==> config.mk <==
export PLATFORM = sky130hd
export DESIGN_NAME = multicycle_control_unit_flat
export DESIGN_NICKNAME = d
export VERILOG_FILES = /design/src/rtl/multicycle_control_unit_if.sv /design/src/rtl/multicycle_control_unit.sv /design/src/flat_wrapper.sv
export SDC_FILE = /design/constraint.sdc
export NUM_CORES = 1
export LEC_CHECK = 0
export ABC_AREA = 1
export CORE_MARGIN = 2
export CORE_UTILIZATION = 39
export CTS_CLUSTER_DIAMETER = 30
export CTS_CLUSTER_SIZE = 30
export DETAILED_ROUTE_END_ITERATION = 8
export HOLD_SLACK_MARGIN = 0.02
export PLACE_DENSITY = 0.86
export SYNTH_ARGS = -nofsm -noshare
export SYNTH_HDL_FRONTEND = slang
export SYNTH_SLANG_ARGS = --single-unit
==> constraint.sdc <==
create_clock -name clk -period 1.7 [get_ports clk]
set_input_delay 0.34 -clock clk [delete_from_list [all_inputs] [get_ports clk]]
set_output_delay 0.34 -clock clk [all_outputs]
set_load 0.01 [all_outputs]
==> src/rtl/multicycle_control_unit_if.sv <==
// ----------------------------------------------------------------------------
// multicycle_control_unit_if
// Purpose : groups the instruction/data-memory handshakes and every control
//           strobe of the multi-cycle control unit into one bundle.
// Modports: master - the control unit (consumes run/handshakes, drives controls)
//           slave  - the datapath / memories / bench (drives run/handshakes)
// Signals : run, instruction, instr_ready, mem_ready (towards the unit);
//           ir_write, pc_inc, pc_load, reg_a/b_select, write_enable, reg_clear,
//           g_select, mb_select, md_select, mem_read, mem_write, out_enable,
//           constant_in, set_value, illegal, state (from the unit).
// ----------------------------------------------------------------------------
interface multicycle_control_unit_if #(
   parameter int DATA_WIDTH    = 8,
   parameter int REG_SEL_WIDTH = 3,
   parameter int OPCODE_WIDTH  = 4
);
   localparam int NUM_REGS    = 2 ** REG_SEL_WIDTH;
   localparam int INSTR_WIDTH = OPCODE_WIDTH + 2 * REG_SEL_WIDTH;

   logic                     run;
   logic [INSTR_WIDTH-1:0]   instruction;
   logic                     instr_ready;
   logic                     mem_ready;
   logic                     ir_write;
   logic                     pc_inc;
   logic                     pc_load;
   logic [REG_SEL_WIDTH-1:0] reg_a_select;
   logic [REG_SEL_WIDTH-1:0] reg_b_select;
   logic [NUM_REGS-1:0]      write_enable;
   logic                     reg_clear;
   logic [3:0]               g_select;
   logic                     mb_select;
   logic                     md_select;
   logic                     mem_read;
   logic                     mem_write;
   logic                     out_enable;
   logic [DATA_WIDTH-1:0]    constant_in;
   logic [DATA_WIDTH-1:0]    set_value;
   logic                     illegal;
   logic [2:0]               state;

   modport master (
      input  run, instruction, instr_ready, mem_ready,
      output ir_write, pc_inc, pc_load, reg_a_select, reg_b_select, write_enable,
             reg_clear, g_select, mb_select, md_select, mem_read, mem_write,
             out_enable, constant_in, set_value, illegal, state
   );

   modport slave (
      output run, instruction, instr_ready, mem_ready,
      input  ir_write, pc_inc, pc_load, reg_a_select, reg_b_select, write_enable,
             reg_clear, g_select, mb_select, md_select, mem_read, mem_write,
             out_enable, constant_in, set_value, illegal, state
   );
endinterface

==> src/rtl/multicycle_control_unit.sv <==
// ----------------------------------------------------------------------------
// multicycle_control_unit
// Purpose : sequences each instruction through FETCH/DECODE/EXECUTE/MEM/
//           WRITEBACK, holding it in an internal IR, waiting on the instruction
//           and data memory handshakes and trapping on illegal opcodes.
// Ports   : clk     - system clock, rising edge
//           reset   - asynchronous, active-high
//           ctrl_if - multicycle_control_unit_if.master (handshakes + controls)
// All control outputs are decoded combinationally from the state and IR
// registers only, except pc_inc which also qualifies on instr_ready.
// ----------------------------------------------------------------------------
module multicycle_control_unit #(
   parameter int DATA_WIDTH    = 8,
   parameter int REG_SEL_WIDTH = 3,
   parameter int OPCODE_WIDTH  = 4
) (
   input  logic                        clk,
   input  logic                        reset,
   multicycle_control_unit_if.master   ctrl_if
);
   localparam int NUM_REGS    = 2 ** REG_SEL_WIDTH;
   localparam int INSTR_WIDTH = OPCODE_WIDTH + 2 * REG_SEL_WIDTH;

   localparam logic [OPCODE_WIDTH-1:0] OP_ADD   = OPCODE_WIDTH'(4'd0);
   localparam logic [OPCODE_WIDTH-1:0] OP_SUB   = OPCODE_WIDTH'(4'd1);
   localparam logic [OPCODE_WIDTH-1:0] OP_ADDI  = OPCODE_WIDTH'(4'd2);
   localparam logic [OPCODE_WIDTH-1:0] OP_SUBI  = OPCODE_WIDTH'(4'd3);
   localparam logic [OPCODE_WIDTH-1:0] OP_MUL2  = OPCODE_WIDTH'(4'd4);
   localparam logic [OPCODE_WIDTH-1:0] OP_DIV2  = OPCODE_WIDTH'(4'd5);
   localparam logic [OPCODE_WIDTH-1:0] OP_CLR   = OPCODE_WIDTH'(4'd6);
   localparam logic [OPCODE_WIDTH-1:0] OP_RST   = OPCODE_WIDTH'(4'd7);
   localparam logic [OPCODE_WIDTH-1:0] OP_MOV   = OPCODE_WIDTH'(4'd8);
   localparam logic [OPCODE_WIDTH-1:0] OP_JMP   = OPCODE_WIDTH'(4'd9);
   localparam logic [OPCODE_WIDTH-1:0] OP_OUT   = OPCODE_WIDTH'(4'd10);
   localparam logic [OPCODE_WIDTH-1:0] OP_LOAD  = OPCODE_WIDTH'(4'd11);
   localparam logic [OPCODE_WIDTH-1:0] OP_STORE = OPCODE_WIDTH'(4'd12);

   typedef enum logic [2:0] {
      S_IDLE      = 3'd0,
      S_FETCH     = 3'd1,
      S_DECODE    = 3'd2,
      S_EXECUTE   = 3'd3,
      S_MEM       = 3'd4,
      S_WRITEBACK = 3'd5,
      S_TRAP      = 3'd6
   } state_t;

   state_t                   state_q, state_d;
   logic [INSTR_WIDTH-1:0]   ir_q, ir_d;
   logic [OPCODE_WIDTH-1:0]  opcode_s;
   logic [REG_SEL_WIDTH-1:0] field_a_s;
   logic [REG_SEL_WIDTH-1:0] field_b_s;

   // Opcodes 13 and above (including any with upper opcode bits set) are illegal.
   function automatic logic is_legal_op(input logic [OPCODE_WIDTH-1:0] op);
      return (op <= OP_STORE);
   endfunction

   // Instructions whose result lands in register field A.
   function automatic logic writes_field_a(input logic [OPCODE_WIDTH-1:0] op);
      case (op)
         OP_ADD, OP_SUB, OP_ADDI, OP_SUBI, OP_MUL2, OP_DIV2,
         OP_CLR, OP_MOV, OP_LOAD: return 1'b1;
         default:                 return 1'b0;
      endcase
   endfunction

   // ALU function code; non-ALU instructions leave the ALU in pass-B.
   function automatic logic [3:0] alu_fn(input logic [OPCODE_WIDTH-1:0] op);
      case (op)
         OP_ADD, OP_ADDI: return 4'b0010;
         OP_SUB, OP_SUBI: return 4'b0101;
         OP_MUL2:         return 4'b1000;
         OP_DIV2:         return 4'b1001;
         default:         return 4'b0000;
      endcase
   endfunction

   assign opcode_s  = ir_q[INSTR_WIDTH-1 -: OPCODE_WIDTH];
   assign field_a_s = ir_q[2*REG_SEL_WIDTH-1 -: REG_SEL_WIDTH];
   assign field_b_s = ir_q[REG_SEL_WIDTH-1:0];

   // Field-derived outputs come straight from the IR, so reset clears them too.
   assign ctrl_if.reg_a_select = field_a_s;
   assign ctrl_if.reg_b_select = field_b_s;
   assign ctrl_if.constant_in  = DATA_WIDTH'(field_b_s);
   assign ctrl_if.set_value    = DATA_WIDTH'({field_a_s, field_b_s});
   assign ctrl_if.state        = state_q;

   // State and instruction register.
   always_ff @(posedge clk or posedge reset) begin
      if (reset) begin
         state_q <= S_IDLE;
         ir_q    <= {INSTR_WIDTH{1'b0}};
      end else begin
         state_q <= state_d;
         ir_q    <= ir_d;
      end
   end

   // Next-state and control decode.
   always_comb begin
      state_d              = state_q;
      ir_d                 = ir_q;
      ctrl_if.ir_write     = 1'b0;
      ctrl_if.pc_inc       = 1'b0;
      ctrl_if.pc_load      = 1'b0;
      ctrl_if.write_enable = {NUM_REGS{1'b0}};
      ctrl_if.reg_clear    = 1'b0;
      ctrl_if.g_select     = 4'b0000;
      ctrl_if.mb_select    = 1'b0;
      ctrl_if.md_select    = 1'b0;
      ctrl_if.mem_read     = 1'b0;
      ctrl_if.mem_write    = 1'b0;
      ctrl_if.out_enable   = 1'b0;
      ctrl_if.illegal      = 1'b0;

      case (state_q)
         S_IDLE: begin
            if (ctrl_if.run) state_d = S_FETCH;
            else             state_d = S_IDLE;
         end
         S_FETCH: begin
            ctrl_if.ir_write = 1'b1;
            if (ctrl_if.instr_ready) begin
               ir_d           = ctrl_if.instruction;
               ctrl_if.pc_inc = 1'b1;
               state_d        = S_DECODE;
            end else begin
               state_d = S_FETCH;
            end
         end
         S_DECODE: begin
            if (is_legal_op(opcode_s)) state_d = S_EXECUTE;
            else                       state_d = S_TRAP;
         end
         S_EXECUTE: begin
            ctrl_if.g_select  = alu_fn(opcode_s);
            ctrl_if.mb_select = (opcode_s == OP_ADDI) || (opcode_s == OP_SUBI);
            case (opcode_s)
               OP_JMP: begin
                  ctrl_if.pc_load = 1'b1;
                  state_d         = S_FETCH;
               end
               OP_OUT: begin
                  ctrl_if.out_enable = 1'b1;
                  state_d            = S_FETCH;
               end
               OP_LOAD, OP_STORE: state_d = S_MEM;
               default:           state_d = S_WRITEBACK;
            endcase
         end
         S_MEM: begin
            // Only LOAD and STORE reach MEM, so "not LOAD" means STORE.
            if (opcode_s == OP_LOAD) ctrl_if.mem_read  = 1'b1;
            else                     ctrl_if.mem_write = 1'b1;
            if (!ctrl_if.mem_ready)            state_d = S_MEM;
            else if (opcode_s == OP_LOAD)      state_d = S_WRITEBACK;
            else                               state_d = S_FETCH;
         end
         S_WRITEBACK: begin
            // ALU controls stay valid so the result being written is stable.
            ctrl_if.g_select  = alu_fn(opcode_s);
            ctrl_if.mb_select = (opcode_s == OP_ADDI) || (opcode_s == OP_SUBI);
            ctrl_if.md_select = (opcode_s == OP_LOAD);
            ctrl_if.reg_clear = (opcode_s == OP_CLR) || (opcode_s == OP_RST);
            if (opcode_s == OP_RST)
               ctrl_if.write_enable = {NUM_REGS{1'b1}};
            else if (writes_field_a(opcode_s))
               ctrl_if.write_enable = {{(NUM_REGS-1){1'b0}}, 1'b1} << field_a_s;
            else
               ctrl_if.write_enable = {NUM_REGS{1'b0}};
            state_d = S_FETCH;
         end
         S_TRAP: begin
            ctrl_if.illegal = 1'b1;
            state_d         = S_TRAP;
         end
         default: begin
            state_d = S_IDLE;
         end
      endcase
   end
endmodule

==> src/flat_wrapper.sv <==
// flat-port wrapper written by rule: the top's interface ports become plain ports
module multicycle_control_unit_flat 
#(
   parameter int DATA_WIDTH    = 8,
   parameter int REG_SEL_WIDTH = 3,
   parameter int OPCODE_WIDTH  = 4
)
  (clk, reset, ctrl_if_run, ctrl_if_instruction, ctrl_if_instr_ready, ctrl_if_mem_ready, ctrl_if_ir_write, ctrl_if_pc_inc, ctrl_if_pc_load, ctrl_if_reg_a_select, ctrl_if_reg_b_select, ctrl_if_write_enable, ctrl_if_reg_clear, ctrl_if_g_select, ctrl_if_mb_select, ctrl_if_md_select, ctrl_if_mem_read, ctrl_if_mem_write, ctrl_if_out_enable, ctrl_if_constant_in, ctrl_if_set_value, ctrl_if_illegal, ctrl_if_state);
  multicycle_control_unit_if #(.DATA_WIDTH(DATA_WIDTH), .REG_SEL_WIDTH(REG_SEL_WIDTH), .OPCODE_WIDTH(OPCODE_WIDTH)) ctrl_if_i ();
  input  logic clk;
  input  logic reset;
  input wire logic [$bits(ctrl_if_i.run)-1:0] ctrl_if_run;
  input wire logic [$bits(ctrl_if_i.instruction)-1:0] ctrl_if_instruction;
  input wire logic [$bits(ctrl_if_i.instr_ready)-1:0] ctrl_if_instr_ready;
  input wire logic [$bits(ctrl_if_i.mem_ready)-1:0] ctrl_if_mem_ready;
  output wire logic [$bits(ctrl_if_i.ir_write)-1:0] ctrl_if_ir_write;
  output wire logic [$bits(ctrl_if_i.pc_inc)-1:0] ctrl_if_pc_inc;
  output wire logic [$bits(ctrl_if_i.pc_load)-1:0] ctrl_if_pc_load;
  output wire logic [$bits(ctrl_if_i.reg_a_select)-1:0] ctrl_if_reg_a_select;
  output wire logic [$bits(ctrl_if_i.reg_b_select)-1:0] ctrl_if_reg_b_select;
  output wire logic [$bits(ctrl_if_i.write_enable)-1:0] ctrl_if_write_enable;
  output wire logic [$bits(ctrl_if_i.reg_clear)-1:0] ctrl_if_reg_clear;
  output wire logic [$bits(ctrl_if_i.g_select)-1:0] ctrl_if_g_select;
  output wire logic [$bits(ctrl_if_i.mb_select)-1:0] ctrl_if_mb_select;
  output wire logic [$bits(ctrl_if_i.md_select)-1:0] ctrl_if_md_select;
  output wire logic [$bits(ctrl_if_i.mem_read)-1:0] ctrl_if_mem_read;
  output wire logic [$bits(ctrl_if_i.mem_write)-1:0] ctrl_if_mem_write;
  output wire logic [$bits(ctrl_if_i.out_enable)-1:0] ctrl_if_out_enable;
  output wire logic [$bits(ctrl_if_i.constant_in)-1:0] ctrl_if_constant_in;
  output wire logic [$bits(ctrl_if_i.set_value)-1:0] ctrl_if_set_value;
  output wire logic [$bits(ctrl_if_i.illegal)-1:0] ctrl_if_illegal;
  output wire logic [$bits(ctrl_if_i.state)-1:0] ctrl_if_state;
  assign ctrl_if_i.run = ctrl_if_run;
  assign ctrl_if_i.instruction = ctrl_if_instruction;
  assign ctrl_if_i.instr_ready = ctrl_if_instr_ready;
  assign ctrl_if_i.mem_ready = ctrl_if_mem_ready;
  assign ctrl_if_ir_write = ctrl_if_i.ir_write;
  assign ctrl_if_pc_inc = ctrl_if_i.pc_inc;
  assign ctrl_if_pc_load = ctrl_if_i.pc_load;
  assign ctrl_if_reg_a_select = ctrl_if_i.reg_a_select;
  assign ctrl_if_reg_b_select = ctrl_if_i.reg_b_select;
  assign ctrl_if_write_enable = ctrl_if_i.write_enable;
  assign ctrl_if_reg_clear = ctrl_if_i.reg_clear;
  assign ctrl_if_g_select = ctrl_if_i.g_select;
  assign ctrl_if_mb_select = ctrl_if_i.mb_select;
  assign ctrl_if_md_select = ctrl_if_i.md_select;
  assign ctrl_if_mem_read = ctrl_if_i.mem_read;
  assign ctrl_if_mem_write = ctrl_if_i.mem_write;
  assign ctrl_if_out_enable = ctrl_if_i.out_enable;
  assign ctrl_if_constant_in = ctrl_if_i.constant_in;
  assign ctrl_if_set_value = ctrl_if_i.set_value;
  assign ctrl_if_illegal = ctrl_if_i.illegal;
  assign ctrl_if_state = ctrl_if_i.state;
  multicycle_control_unit #(.DATA_WIDTH(DATA_WIDTH), .REG_SEL_WIDTH(REG_SEL_WIDTH), .OPCODE_WIDTH(OPCODE_WIDTH)) u_core (.clk(clk), .reset(reset), .ctrl_if(ctrl_if_i));
endmodule
Word level (Yosys, flattened, before mapping)
Memories as Yosys holds them, arrays and structs flattened.
Index checks and enable logic that the tools add are counted.
{ "word_totals": {"regBits": 13, "mem_bits_ro": 16, "n_memories": 1, "wordCells": 61} }
{ "op_classes": {"n_reduce_logical": 10, "shifts": 1, "eq_ne": 17, "order_cmp": 1, "n_mux": 29} }
{ "memory_table": {"columns": ["name", "words", "word_bits", "rd", "rd_clocked_by_memory_dff", "write_ports", "line_no", "text"], "rows": [
  ["(no name shown)", 16, 1, 1, 0, 0, "multicycle_control_unit.sv:61", "case (op)"]
]} }
{ "ops": {"columns": ["operator", "n"], "rows": [
  ["8-bit two-way mux", 3],
  ["3-bit case mux with 7 select lines", 1],
  ["1-bit two-way mux", 18],
  ["4-bit by 3-bit == test with 1-bit output, second input constant", 4],
  ["4-bit == test, second input constant", 4],
  ["4-bit case mux with 4 select lines", 1],
  ["2-bit OR reduction", 5],
  ["3-bit == test, second input constant", 3],
  ["3-bit two-way mux", 3],
  ["4-bit by 2-bit == test with 1-bit output, second input constant", 2],
  ["1-bit by 3-bit left shift with 8-bit output, first input constant", 1],
  ["3-bit by 2-bit == test with 1-bit output, second input constant", 2],
  ["3-bit case mux with 2 select lines", 1],
  ["4-bit by 1-bit == test with 1-bit output, second input constant", 1],
  ["4-bit <= comparator, second input constant", 1],
  ["4-bit zero test", 1],
  ["4-bit two-way mux", 1],
  ["3-bit by 1-bit == test with 1-bit output, second input constant", 1],
  ["3-bit zero test", 1],
  ["1-bit logical OR", 2],
  ["2-bit two-way mux", 1],
  ["2-bit AND reduction", 1]
]} }

Logic depth before layout (Yosys ltp)
{ "logic_depth": {"ltp_word": 6, "ltp_mapped": 8, "depth_no_buf": 7} }

Worst setup path before layout
Ideal clock, no wire load.
{ "synth_path": {"kind": "register to output", "from": "register u_core.ir_q[6]", "to": "output port ctrl_if_write_enable[0]", "n_path_buf": 0, "slack_ns": 0.118, "path_stages_with_launch": 6, "required_ns": 1.360, "t_arrival_ns": 1.242, "path_cell_list": "dfrtp_1 -> inv_1 -> ha_1 -> o21ai_2 -> nand2_1 -> a21oi_1"} }
{ "synth_via": {"elab_chain_len": 6} }
{ "synth_lines": {"columns": ["element", "line_no", "text"], "rows": [
  ["from (decl)", "multicycle_control_unit.sv:49", "logic [INSTR_WIDTH-1:0] ir_q, ir_d;"],
  ["from (signal assigned)", "multicycle_control_unit.sv:94", "ir_q <= {INSTR_WIDTH{1'b0}};"],
  ["from (signal assigned)", "multicycle_control_unit.sv:97", "ir_q <= ir_d;"],
  ["memory read 16 x 1 bit", null, null],
  ["1-bit two-way mux", "multicycle_control_unit.sv:167", "if (opcode_s == OP_RST)"],
  ["1-bit two-way mux", "multicycle_control_unit.sv:118", "case (state_q)"],
  ["8-bit two-way mux", "multicycle_control_unit.sv:169", "else if (writes_field_a(opcode_s))"],
  ["8-bit two-way mux *", "multicycle_control_unit.sv:167", null],
  ["8-bit two-way mux *", "multicycle_control_unit.sv:118", null],
  ["to (decl)", "flat_wrapper.sv:21", "output wire logic [$bits(ctrl_if_i.write_enable)-1:0] ctrl_if_write_enable;"]
]} }
Every way passes the cells marked *; elsewhere a longest branch is shown, timed or not. The select of a mux whose other input is x is not followed.

Worst setup path after layout
{ "layout_path": {"from": "register u_core.ir_q[7]", "to": "output port ctrl_if_write_enable[7]"} }
Same word-level chain as after synthesis.

==> impl_results.md <==
- Overall Power: roughly 3.4 mW
- CP max stage delay: 0.42 ns
- Final Worst Setup Slack: -0.313 ns
- CTS tree: built
- Non-Filler Instances: between 200 and 300
- Critical Path RT: ~1.4 ns
- Detailed Route Iter0 Violations: 38
- Hpwl dp: roughly 2.3 mm
- Routed WL: a little over 4 mm
- Post-Syn Area: 1140 sq um
- Total GRT Usage: around 20%
- Slowest cell on the critical path: dfrtp_1
- Placed instance count: about 270
- RSZ-0062 raised after global routing: true
- Slew Viols, Final: 0
- #FFs+latches synth: 13
- Cell variety after synth: 22
- Skew final: ~0.0041 ns
- CTS max path bufs: 2
- Total number of yosys warnings: 0
- Final instance area: between 2000 and 2500 sq um
- TritonCTS Buffers: 3
- Routed len/inst: about 14 microns
- Min-delay worst type: primary input to async pin
- GP Congestion: between 0.8 and 0.9
- Area after DPL: between 1500 and 2000 sq um
- Total die area: 3380 sq um
- Crit Path Category: register to primary output
- Final core occ: 72.6%
- CP arrival: around 1.7 ns
- Max Fclk: 497 MHz
- Max Cap Viol: 0
- N_diodes: 0
- Vias in the first global route: 1280
- CP Cell Sequence: inv_2, ha_4, o21ai_4, nand2_1, a21oi_1, buf_2
- Die H: between 50 and 60 microns
- Final nets: approximately 280
- Syn Inst Count: 180
- CTS clk-pin slew, worst paths: about 0.080 ns
- Rows: 19
- Critical path launch point type: register
- Most frequent cells in the layout: nand2_1, buf_4, clkdlybuf4s50_1, buf_2, nor2_1
- Setup crit end kind: primary output
- Area Overhead vs Synth: 76.5%
- Fin crit period: 2.01 ns
- Period utilization: 118%
- DRC Markers: 0
- 1st-pass router iterations: 4
- Outcome: finished with violations
- Via density: ~5.0
- Largest net degree at the start of global routing: 14
- Failing checks: setup timing
- Syn_area_per_cell: ~6.4 sq um
- Final ANT Viol Nets: 0
- Aggregate global routing overflow: 0
- Setup Viol. Count Final: 18
- CP Max Fanout: 8
- Routed via count: approximately 1400
- Core Area: about 2800 sq um
- Sequential element share of the synthesized area: between 20% and 30%
- CTS H-Tree Depth: 1
- Port Buffer Count: 54
- Initial core utilization: 41.2%
- Hold Vio Cnt, Final: 0
- Num Clock Sinks: 13
- Die width: slightly below 60 microns
- First-pass GRT wire length: about 5.3 mm
- Share of layout cells above drive strength 1: approximately 45%
- Max rail drop VDD: around 1300 uV
- Clk_lat worst skew: 0.27 ns
- I/O pins: a little over 60
- Initial antenna violation count: 0
- P_leak: 1.09 nW
- Pwr dens: roughly 1700 nW/um^2
- Commonest non-fill, non-tap cell in the layout: nand2_1
- CTS root buf: clkbuf_4
final timing paths:
kind                                            startpoint                           endpoint  slack [ns]  depth (start not counted)
worst max-delay path            u_core.ir_q[7]$_DFFE_PP0P_            ctrl_if_write_enable[7]       -0.31                          6
worst min-delay path                                 reset         u_core.ir_q[1]$_DFFE_PP0P_        0.38                          2
worst max register to register  u_core.ir_q[6]$_DFFE_PP0P_  u_core.ctrl_if.state[0]$_DFF_PP0_        0.18                          8
worst min register to register  u_core.ir_q[0]$_DFFE_PP0P_         u_core.ir_q[0]$_DFFE_PP0P_        0.54                          2
max in group asynchronous                            reset         u_core.ir_q[8]$_DFFE_PP0P_        0.96                          2
min in group clk                u_core.ir_q[0]$_DFFE_PP0P_         u_core.ir_q[0]$_DFFE_PP0P_        0.54                          2
what timing repair did:
item | 4_1_cts | 5_1_grt
setup buffers | 7 | 4
hold buffers | 0 | 0
endpoints found under the setup margin | 24 | 25
pin swaps | 4 | 15
gates resized for setup | 111 | 43
cloned | 0 | 0
cells in the mapped netlist:
| master | count | area (sq um) |
|---|---|---|
| nor2_1 | 28 | 105 |
| inv_2 | 4 | 15.0 |
| nor2_2 | 2 | 12.5 |
| nand2_1 | 57 | 214 |
| o21ai_1 | 2 | 10.0 |
| inv_1 | 16 | 60.1 |
| o211ai_1 | 1 | 7.51 |
| nor4_1 | 1 | 6.26 |
| nor3_1 | 2 | 10.0 |
| a21oi_1 | 10 | 50.1 |
| nand3_2 | 1 | 10.0 |
| nand3_1 | 6 | 30.0 |
| nand3b_1 | 1 | 7.51 |
| conb_1 | 1 | 3.75 |
| o21ai_0 | 2 | 10.0 |
| buf_2 | 1 | 5.00 |
| o21ai_2 | 1 | 8.76 |
| dfrtp_1 | 13 | 325 |
| ha_1 | 4 | 50.1 |
| buf_6 | 1 | 11.3 |
| nand2_2 | 2 | 12.5 |
| buf_4 | 24 | 180 |
per-stage QoR:
step | setup TNS (ns) | worst slack, ns | hold slack, ns
2_1_floorplan | 0 | 0.118 | 0.217
3_3_place_gp | -4.96 | -0.350 | 0.513
3_5_place_dp | -5.90 | -0.434 | 0.516
4_1_cts | -2.91 | -0.237 | 0.384
5_1_grt | -5.07 | -0.416 | 0.406
6_report | -3.70 | -0.313 | 0.380
critical path, delay by kind of cell, from the launching register on:
family	cells	cell delay, ns
AOI/OAI and AO/OA	2	0.45
and+or+nand+nor	1	0.08
DFF	1	0.42
adders and majority gates	1	0.20
buffers and inverters	2	0.25
final cells by class:
cell class,count,area (sq um)
multi-input combinational,127,777
tap,31,38.8
clock buffer,3,22.5
clock inverter,1,5.00
fill,200,761
timing repair buffer,94,776
inverter,20,75.1
sequential,13,327
power breakdown:
part	leakage, nW	internal [mW]	total [mW]	switching [mW]
Sequential	0.162	0.453	0.606	0.154
Clock	0.0177	0.0871	0.184	0.0969
Combinational	0.915	1.30	2.64	1.34
Total	1.09	1.84	3.43	1.59
logic make-up (layout without fill, tap and decap cells):
group | after synthesis | after routing | share of synthesized area, %
simple gates | 100 | 100 | 35.6
buf+inv | 46 | 118 | 23.7
compound gates | 16 | 16 | 7.54
flops | 13 | 13 | 28.4
fa+ha+maj | 4 | 4 | 4.37
other cells | 1 | 7 | 0.328
registers in the layout, indices dropped and copies added (netlist names):
register and flops:
u_core.ctrl_if.state 3, u_core.ir_q 10
metal layers:
metal | track usage (%) | up-vias | routed length [microns]
met4 | 9.97 | 0 | 154
met5 | 0 | - | 0
met3 | 1.79 | 18 | 244
li1 | - | 675 | -
met2 | 37.0 | 70 | 2130
met1 | 22.5 | 669 | 1500
No activity file was read; power rests on OpenSTA's default activity.
